File: config.mk
export PLATFORM = sky130hd
export DESIGN_NAME = mult_div_seq
export DESIGN_NICKNAME = d
export VERILOG_FILES = /design/src/rtl/mult_div_pkg.sv /design/src/rtl/mult_div_step.sv /design/src/rtl/mult_div_seq.sv
export SDC_FILE = /design/constraint.sdc
export NUM_CORES = 1
export LEC_CHECK = 0
export BUFFER_PORTS_ARGS = -buffer_cell sky130_fd_sc_hd__buf_2
export CELL_PAD_IN_SITES_DETAIL_PLACEMENT = 1
export CELL_PAD_IN_SITES_GLOBAL_PLACEMENT = 1
export CORE_ASPECT_RATIO = 0.6
export CORE_MARGIN = 1
export CORE_UTILIZATION = 30
export CTS_CLUSTER_SIZE = 40
export DETAILED_ROUTE_END_ITERATION = 16
export GPL_ROUTABILITY_DRIVEN = 0
export PLACE_DENSITY_LB_ADDON = 0.1
export REMOVE_ABC_BUFFERS = 1
export SLEW_MARGIN = 20
export SYNTH_ARGS = -nofsm -noshare
export SYNTH_HDL_FRONTEND = slang
export SYNTH_HIERARCHICAL = 1
export SYNTH_SLANG_ARGS = --single-unit
File: constraint.sdc
create_clock -name clk -period 7.55 [get_ports clk]
set_clock_uncertainty 0.05 [all_clocks]
set_input_delay 1.51 -clock clk [delete_from_list [all_inputs] [get_ports clk]]
set_output_delay 1.51 -clock clk [all_outputs]
set_load 0.005 [all_outputs]
File: src/rtl/mult_div_pkg.sv
// mult_div_pkg: shared types and constants for the iterative multiply/divide
// engine (mult_div_seq) and its single-iteration datapath (mult_div_step).
//   state_t      - FSM state encoding (IDLE, CALC, FIX, DONE)
//   XLEN_DEFAULT - default operand width
//   DIV0_QUOT    - quotient reported on divide by zero (all ones); sliced to XLEN
package mult_div_pkg;

    localparam int XLEN_DEFAULT = 32;

    typedef enum logic [1:0] {
        IDLE = 2'd0,
        CALC = 2'd1,
        FIX  = 2'd2,
        DONE = 2'd3
    } state_t;

    localparam logic [63:0] DIV0_QUOT = {64{1'b1}};

endpackage

File: src/rtl/mult_div_step.sv
// mult_div_step: one combinational iteration of the multiply/divide datapath.
// Ports:
//   acc      in  2*XLEN  working accumulator
//                        multiply: {partial_sum, remaining multiplier bits}
//                        divide:   {remainder, dividend bits / quotient bits}
//   operand  in  XLEN    multiplicand magnitude (multiply) / divisor magnitude (divide)
//   is_div   in  1       1 = restoring-division step, 0 = shift-add step
//   acc_next out 2*XLEN  accumulator after this iteration
module mult_div_step #(
    parameter int XLEN = 32
) (
    input  logic [2*XLEN-1:0] acc,
    input  logic [XLEN-1:0]   operand,
    input  logic              is_div,
    output logic [2*XLEN-1:0] acc_next
);

    logic [XLEN:0]   sum;
    logic [XLEN:0]   rem_sh;
    logic [XLEN-1:0] diff;

    always_comb begin
        // Multiply: add multiplicand to the upper half when the current
        // multiplier LSB is set, then shift the whole thing right with carry.
        sum    = {1'b0, acc[2*XLEN-1:XLEN]} + (acc[0] ? {1'b0, operand} : '0);
        // Divide: remainder shifted left with the next dividend MSB brought
        // in; it needs one extra bit before the trial subtraction.
        rem_sh = acc[2*XLEN-1:XLEN-1];
        // Only used when rem_sh >= operand, so the result fits in XLEN bits.
        diff   = rem_sh[XLEN-1:0] - operand;

        if (is_div) begin
            if (rem_sh >= {1'b0, operand}) begin
                acc_next = {diff, acc[XLEN-2:0], 1'b1};
            end else begin
                acc_next = {rem_sh[XLEN-1:0], acc[XLEN-2:0], 1'b0};
            end
        end else begin
            acc_next = {sum, acc[XLEN-1:1]};
        end
    end

endmodule

File: src/rtl/mult_div_seq.sv
// mult_div_seq: iterative MULT/MULTU/DIV/DIVU engine feeding the HI/LO registers.
// One iteration per clock over XLEN cycles; done pulses for one cycle when
// hi_out/lo_out carry a fresh result.
// Ports:
//   clk     in  1     rising-edge clock
//   reset   in  1     asynchronous, active-low
//   start   in  1     begin an operation (accepted in IDLE or DONE only)
//   is_div  in  1     1 = divide, 0 = multiply
//   sin     in  1     1 = signed, 0 = unsigned
//   in_1    in  XLEN  multiplicand / dividend
//   in_2    in  XLEN  multiplier / divisor
//   kill    in  1     abandon the in-flight operation
//   busy    out 1     operation in flight (CALC, FIX)
//   done    out 1     one-cycle result strobe
//   hi_out  out XLEN  product high half / remainder
//   lo_out  out XLEN  product low half / quotient
//
// state | meaning
// IDLE  | waiting for start
// CALC  | XLEN shift-add / restoring-divide iterations
// FIX   | sign correction, divide-by-zero override, result registered
// DONE  | done strobe; start here chains straight into CALC
module mult_div_seq
    import mult_div_pkg::*;
#(
    parameter int XLEN = XLEN_DEFAULT
) (
    input  logic            clk,
    input  logic            reset,
    input  logic            start,
    input  logic            is_div,
    input  logic            sin,
    input  logic [XLEN-1:0] in_1,
    input  logic [XLEN-1:0] in_2,
    input  logic            kill,
    output logic            busy,
    output logic            done,
    output logic [XLEN-1:0] hi_out,
    output logic [XLEN-1:0] lo_out
);

    localparam int CW = $clog2(XLEN) + 1;
    localparam logic [CW-1:0] LAST_ITER = CW'(XLEN - 1);

    state_t            state;
    state_t            state_nxt;
    logic              accept;
    logic [CW-1:0]     cnt;
    logic [2*XLEN-1:0] acc;
    logic [2*XLEN-1:0] acc_next;
    logic [XLEN-1:0]   opnd;
    logic [XLEN-1:0]   dvd_raw;
    logic              sign_a;
    logic              sign_b;
    logic              op_div;
    logic              div0;
    logic [XLEN-1:0]   hi_r;
    logic [XLEN-1:0]   lo_r;

    logic [XLEN-1:0]   mag_1;
    logic [XLEN-1:0]   mag_2;
    logic [2*XLEN-1:0] res;

    // Two's-complement magnitude; -2^(XLEN-1) maps onto itself, which is the
    // correct unsigned magnitude.
    assign mag_1 = (sin && in_1[XLEN-1]) ? -in_1 : in_1;
    assign mag_2 = (sin && in_2[XLEN-1]) ? -in_2 : in_2;

    mult_div_step #(.XLEN(XLEN)) u_step (
        .acc      (acc),
        .operand  (opnd),
        .is_div   (op_div),
        .acc_next (acc_next)
    );

    always_ff @(posedge clk or negedge reset) begin
        if (!reset) begin
            state <= IDLE;
        end else begin
            state <= state_nxt;
        end
    end

    always_comb begin
        state_nxt = state;
        accept    = 1'b0;
        case (state)
            IDLE, DONE: begin
                state_nxt = IDLE;
                if (start && !kill) begin
                    accept    = 1'b1;
                    state_nxt = CALC;
                end
            end
            CALC: begin
                if (kill) begin
                    state_nxt = IDLE;
                end else if (cnt == LAST_ITER) begin
                    state_nxt = FIX;
                end
            end
            FIX: begin
                state_nxt = kill ? IDLE : DONE;
            end
            default: state_nxt = IDLE;
        endcase
    end

    // Sign correction and divide-by-zero override applied in FIX.
    always_comb begin
        res = acc;
        if (!op_div) begin
            if (sign_a ^ sign_b) begin
                res = -acc;
            end
        end else if (div0) begin
            res = {dvd_raw, DIV0_QUOT[XLEN-1:0]};
        end else begin
            res[XLEN-1:0]      = (sign_a ^ sign_b) ? -acc[XLEN-1:0] : acc[XLEN-1:0];
            res[2*XLEN-1:XLEN] = sign_a ? -acc[2*XLEN-1:XLEN] : acc[2*XLEN-1:XLEN];
        end
    end

    always_ff @(posedge clk or negedge reset) begin
        if (!reset) begin
            cnt     <= '0;
            acc     <= '0;
            opnd    <= '0;
            dvd_raw <= '0;
            sign_a  <= 1'b0;
            sign_b  <= 1'b0;
            op_div  <= 1'b0;
            div0    <= 1'b0;
            hi_r    <= '0;
            lo_r    <= '0;
        end else begin
            if (accept) begin
                cnt     <= '0;
                // Multiply walks the multiplier (in_2) out of the low half;
                // divide walks the dividend (in_1) out of the low half.
                acc     <= {{XLEN{1'b0}}, (is_div ? mag_1 : mag_2)};
                opnd    <= is_div ? mag_2 : mag_1;
                dvd_raw <= in_1;
                sign_a  <= sin & in_1[XLEN-1];
                sign_b  <= sin & in_2[XLEN-1];
                op_div  <= is_div;
                div0    <= (in_2 == '0);
            end else if (state == CALC && !kill) begin
                acc <= acc_next;
                cnt <= cnt + 1'b1;
            end

            if (state == FIX && !kill) begin
                hi_r <= res[2*XLEN-1:XLEN];
                lo_r <= res[XLEN-1:0];
            end
        end
    end

    assign busy   = (state == CALC) || (state == FIX);
    assign done   = (state == DONE);
    assign hi_out = hi_r;
    assign lo_out = lo_r;

endmodule
==> results of run 1 <==
## cell type report
cell class                      instances  area, um^2
Inverter                               73         274
Clock buffer                           32         692
Antenna cell                            3        7.51
Tap cell                              759         950
Fill cell                            6752       36700
Multi-Input combinational cell       1738       11400
Timing Repair Buffer                  167         938
Clock inverter                         10         200
Sequential cell                       204        5110
## where the power goes
group          leakage (nW)  switching (mW)  internal, mW
registers              2.57           0.483          1.40
clock network         0.441           0.547         0.845
logic                  5.71            1.85          1.17
total                  8.72            2.89          3.42
## cell usage in the layout (no fill, tap or decap), types with 23 or more instances in the layout
cell type | synthesis | routed
inv_1 | 72 | 72
nand3_1 | 36 | 36
o21ai_0 | 107 | 106
mux2i_1 | 51 | 51
nor4_1 | 26 | 25
o31ai_1 | 24 | 24
a21o_1 | 46 | 46
nor3_1 | 44 | 44
ha_1 | 72 | 72
or4_1 | 25 | 25
buf_4 | 2 | 31
xnor2_1 | 96 | 95
and2_1 | 41 | 41
a22o_1 | 24 | 24
nand4_1 | 23 | 23
clkbuf_16 | 0 | 25
dfrtp_1 | 204 | 202
xor2_1 | 77 | 76
nor2_1 | 172 | 169
nand2_1 | 291 | 291
a21oi_1 | 181 | 180
a31oi_1 | 47 | 47
or3_1 | 23 | 23
mux2_2 | 36 | 36
buf_2 | 3 | 134
## synth_stat cells, types with 5 or more instances
cell type | n | share of area (%)
nand2_1 | 291 | 6.3
dfrtp_1 | 204 | 30
a21oi_1 | 181 | 5.3
nor2_1 | 172 | 3.7
clkbuf_1 | 122 | 2.7
o21ai_0 | 107 | 3.1
xnor2_1 | 96 | 4.9
xor2_1 | 77 | 3.9
ha_1 | 72 | 5.2
inv_1 | 72 | 1.6
mux2i_1 | 51 | 3.0
a31oi_1 | 47 | 1.7
a21o_1 | 46 | 2.0
nor3_1 | 44 | 1.3
and2_1 | 41 | 1.5
mux2_2 | 36 | 2.4
nand3_1 | 36 | 1.0
nor4_1 | 26 | 0.94
or4_1 | 25 | 1.1
a22o_1 | 24 | 1.2
o31ai_1 | 24 | 1.0
nand4_1 | 23 | 0.84
or3_1 | 23 | 0.84
o211ai_1 | 19 | 0.83
nand2b_1 | 16 | 0.58
o221ai_1 | 16 | 0.81
a211oi_1 | 15 | 0.65
and3_1 | 14 | 0.51
o21a_1 | 14 | 0.61
o41ai_1 | 14 | 0.71
a222oi_1 | 13 | 0.76
nor2b_1 | 13 | 0.47
a22oi_1 | 12 | 0.52
o22ai_1 | 11 | 0.40
buf_1 | 10 | 0.22
or2_2 | 10 | 0.36
a221oi_1 | 9 | 0.46
o21bai_1 | 9 | 0.39
o21ai_1 | 8 | 0.23
a211o_1 | 6 | 0.30
a31o_2 | 6 | 0.30
nand4b_1 | 5 | 0.25
## kinds of logic after synthesis
logic type                 after synthesis
AOI/OAI and AO/OA                      635
xor gates and xnor gates               173
adders and majority gates               74
buffers and inverters                  212
DFF                                    204
muxes                                   87
and+or+nand+nor                        769
## flip-flops by register name, summed over array words and instances (netlist names)
name	flops
sign_a	1
op_div	1
opnd	32
div0	1
hi_out	32
dvd_raw	32
sign_b	1
state	2
lo_out	32
cnt	6
acc	64
## routing by layer
metal  part of all wire, %  up-vias  GRT usage (%)
met5                 0.016        -              0
met4                   2.1        2           5.25
met3                   8.7       81           7.40
met2                    39      590           36.4
met1                    50     9010           40.7
li1                      -     7933              -
## path summary, 6_finish.rpt
kind / start / end / slack (ns) / cells after the start
worst max-delay path: acc[0] / hi_out[30] / 2.76 / 8
worst min-delay path: dvd_raw[8] / dvd_raw[8] / 0.43 / 2
worst max register to register: acc[0] / hi_out[30] / 2.76 / 8
worst min register to register: dvd_raw[8] / dvd_raw[8] / 0.43 / 2
max in group asynchronous: reset / op_div / 4.83 / 2
min in group asynchronous: reset / acc[58] / 0.93 / 1
## tightest hold or removal path: cells and delay by family (launching register included)
kind             cells  cell delay (ns)
AND/OR/NAND/NOR      2             0.11
flip-flops           1             0.34
## metrics by stage
step | hold slack [ns] | total power [mW] | area (um^2)
after floorplan | 0.390 | 3.62 | 16700
after global placement | 0.411 | 4.80 | 18600
after detailed placement | 0.413 | 4.84 | 18600
after CTS | 0.432 | 6.27 | 19500
after global routing | 0.470 | 6.67 | 19600
final | 0.430 | 6.30 | 19600
==> impl_metrics.ini, run 1 <==
[global_route]
global_route_wire_length_before_repair_mm = 118
grt_pass1_vias = 17646
global_route.usage.total_pct = 26.6
grt_antenna_before_repair = 6
globalRoute.totalOverflow = 0
pin_count_of_the_biggest_net_entering_global_routing = 102

[synth]
syn_area_mm2 = 0.0172
synth-edff-count = 0
post_synth_fa_ha_maj_area_fraction_pct = 5.46
synth-xor-area-share_pct = 8.79
synthFlopType = dfrtp_1
synth.mux.area_fraction_pct = 5.32
netlist_instances = 2154
synth-compound-area-share_pct = 24.6
syn-mean-instance-area_um2 = 8.00
area_fraction_in_and_or_nand_and_nor_cells_after_synthesis_pct = 21.5
flops_latches_synth = 204
synth_top_family_by_area = compound AO/OA/AOI/OAI gates
asyncSetResetFlopFracSynth_pct = 100
ys_seq_area_share_pct = 29.6
yosysWarningCount = 6
yosys.cell_types.count = 92

[worst_setup_path]
worstSetupStartpointType = flip-flop
crit_path_max_incr_delay_ns = 1.11
cp-end-kind = flip-flop
crit_path_max_fanout = 37
critical_path.slowest_cell = nand4b_1
cpLargestDelayFamily = simple AND/OR/NAND/NOR gates
timing.critical_path.arrival_ns = 5.14
critical-path-top-cell-by-count = o21ai_0
critPathRequiredTime_ns = 7.90
critPathBufInv = 1
path_cells = inv_1 -> ha_1 -> or3b_2 -> nor4_1 -> nand4b_1 -> o21ai_0 -> xor2_1 -> o21ai_0
kind_of_critical_path = flip-flop to flip-flop

[sta]
worst_slew_pin_slew_ns = 1.26
final.setup.worst_slack_ns = 2.76
maxSlewViolCount = 0
clock.fmax_ghz = 0.209
portion_of_the_clock_cycle_consumed_by_the_worst_path_in_the_final_layout_pct = 63.5
final_worst_path_period_need_ns = 4.79
finalSetupViolations = 0
maxSlewHeadroom_pct = 15.6
final_hold_viol_count = 0
rsz0062_at_grt = false
finalSetupTns_ns = 0

[power_and_ir_drop]
power_per_cell_area_mw_per_mm2 = 322
total_leakage_power_nw = 8.72
peakVddDrop_uv = 156

[finish]
final_util_pct = 34.8
flow.area_growth_from_synthesis_pct = 13.5
finish.net_count = 2352
layout-drive-gt1-share_pct = 13.5
final-instance-count-excl-fill = 2986

[floorplan]
io_pins = 136
die-area_mm2 = 0.0584
core_area_mm2 = 0.0563
std_cell_rows = 67
floorplan.initialDensity_pct = 30.6
die_w_um = 311
die-height_um = 188

[cts]
postCtsResizedCells = 0
cts_buffers = 24
cts.htree.levels = 1
clk_transition_reported_paths_ns = 0.07
clock_sinks = 204
ctsHoldBuffers = 0
cts_tree = built
clk_latency_ns = 0.56
cell_at_the_root_of_the_clock_tree = clkbuf_16
clk_path_buf_depth = 3
postCtsSetupRepairBufs = 0

[drt]
detail_route.vias_per_cell = 5.90
drt_first_pass_iters = 5
totalWireLength_mm = 79.2
final_antenna_net_count = 0
routed_length_per_placed_instance_um = 26.5
drc = 0
vias = 17616
drtIter0Drc = 1607

[placed_design]
portBuffers = 135
post-dp-hpwl_mm = 59.8
placed_cells_incl_taps = 2941
preCtsSetupSlack_ns = 3.04

[run]
timing.max_cap.violations = 0

[hold_path]
min_path_type = flip-flop to flip-flop

[status]
run_status = completed
No activity file was read; power rests on OpenSTA's default activity.
==> run 2, diff against run 1 <==
==> constraint.sdc (replaced) <==
create_clock -name clk -period 4.39 [get_ports clk]
set_clock_uncertainty 0.05 [all_clocks]
set_input_delay 0.878 -clock clk [delete_from_list [all_inputs] [get_ports clk]]
set_output_delay 0.878 -clock clk [all_outputs]
set_load 0.005 [all_outputs]
==> impl_metrics.ini, run 2 (synthesis results as in run 1) <==
[finish]
final.fill_count = 6762
layout-drive-gt1-share_pct = 15.7
finish.net_count = 2407
mostFrequentLayoutCell = nand2_1
final-instance-count-excl-fill = 3040
largest-register = acc
final_util_pct = 35.6
diodes = 0
largest_register_ffs = 64
flow.area_growth_from_synthesis_pct = 16.2
most-common-layout-cells = nand2_1 (291), dfrtp_1 (203), a21oi_1 (180), nor2_1 (170), buf_2 (134)

[worst_setup_path]
worstReg2RegEnd = acc[59]
critPathRequiredTime_ns = 4.77
cp-end-kind = flip-flop
crit_path_max_incr_delay_ns = 0.60
reg2regPathDepth = 14
crit_path_max_fanout = 16
critPathBufInv = 0
worstSetupStartpointType = flip-flop
cpLargestDelayFamily = compound AO/OA/AOI/OAI gates
regToRegSetupSlack_ns = 0.18
timing.critical_path.arrival_ns = 4.59
kind_of_critical_path = flip-flop to flip-flop
path_cells = and2_1 -> ha_1 -> fa_1 -> a21o_1 -> a211oi_2 -> and4bb_1 -> o211ai_2 -> a211oi_2 -> o211ai_2 -> or4b_1 -> and4_1 -> a221o_1 -> nand2_1 -> a21oi_1
critical_path.slowest_cell = dfrtp_1
timing.rr.start = acc[0]

[drt]
vias = 17601
drtIter0Drc = 1539
drt_first_pass_iters = 7
routed_length_per_placed_instance_um = 25.5
totalWireLength_mm = 77.5
final_antenna_net_count = 0
detail_route.vias_per_cell = 5.79
drc = 0

[global_route]
grt_antenna_before_repair = 2
global_route.usage.total_pct = 26.1
global_route_wire_length_before_repair_mm = 116
globalRoute.totalOverflow = 0
grt_pass1_vias = 17516
pin_count_of_the_biggest_net_entering_global_routing = 111

[cts]
clk_latency_ns = 0.56
cts.htree.levels = 1
clk_transition_reported_paths_ns = 0.07
cts_buffers = 24
clk_path_buf_depth = 3
clock_sinks = 204
cell_at_the_root_of_the_clock_tree = clkbuf_16
cts_tree = built
ctsHoldBuffers = 0

[floorplan]
die-height_um = 188
io_pins = 136
std_cell_rows = 67
core_area_mm2 = 0.0563
die-area_mm2 = 0.0584
floorplan.initialDensity_pct = 30.6
die_w_um = 311

[sta]
maxSlewViolCount = 0
finalSetupTns_ns = 0
portion_of_the_clock_cycle_consumed_by_the_worst_path_in_the_final_layout_pct = 95.8
finalSetupViolations = 0
final.setup.worst_slack_ns = 0.184
final_worst_path_period_need_ns = 4.21
maxSlewHeadroom_pct = 24.3
clock.fmax_ghz = 0.238
rsz0062_at_grt = false
worst_slew_pin_slew_ns = 1.13
final_hold_viol_count = 0

[power_and_ir_drop]
power_per_cell_area_mw_per_mm2 = 546
total_leakage_power_nw = 9.03
peakVddDrop_uv = 262
total_power_mw = 10.9

[placed_design]
portBuffers = 135
preCtsSetupSlack_ns = 0.00381
placed_cells_incl_taps = 2996
post-dp-hpwl_mm = 60.6

[hold_path]
min_path_type = input pin to async pin

[run]
timing.max_cap.violations = 0

[status]
run_status = completed
run 2: cell type report:
type | count | area, um^2 | share of cell area, %
clock buffers | 36 | 777 | 3.88
clock inverters | 8 | 149 | 0.744
inverters | 73 | 274 | 1.37
multi-input cells | 1738 | 11400 | 56.8
flip-flops and latches | 204 | 5110 | 25.5
well taps | 759 | 950 | 4.74
repair buffers | 222 | 1390 | 6.94
run 2: timing repair:
item,in CTS,in global routing
setup buffers,0,0
endpoints found under the setup margin,1,0
resized for setup,1,0
run 2: metrics by stage:
| step | hold WS, ns | cell area [um^2] |
|---|---|---|
| after floorplan | 0.390 | 16700 |
| after global placement | 0.412 | 19100 |
| after detailed placement | 0.416 | 19100 |
| after CTS | 0.316 | 20000 |
| after global routing | 0.327 | 20000 |
| final | 0.275 | 20000 |
run 2: how the worst max path moves through the flow:
stage,start,cells after the start,slack [ns],to
final,acc[0],14,0.18,acc[59]
after global routing,acc[0],14,0.04,acc[59]
after detailed placement,acc[0],12,0.004,acc[62]
after floorplan,start,5,-0.42,opnd[25]
after global placement,acc[0],12,0.08,acc[62]
after CTS,acc[0],14,0.21,acc[59]
run 2: power breakdown:
group	switching, mW	leakage, nW	total, mW	internal, mW
clock	0.957	0.458	2.42	1.46
sequential	0.700	2.57	3.11	2.41
combinational	3.25	6.00	5.41	2.16
total	4.91	9.03	10.9	6.03
run 2: layer usage:
metal	global-route usage, %	part of all wire (%)	wire, um
met1	41.2	52	40200
met2	35.8	40	30700
met4	3.15	1.3	982
met5	0	0	0
met3	6.09	7.3	5690
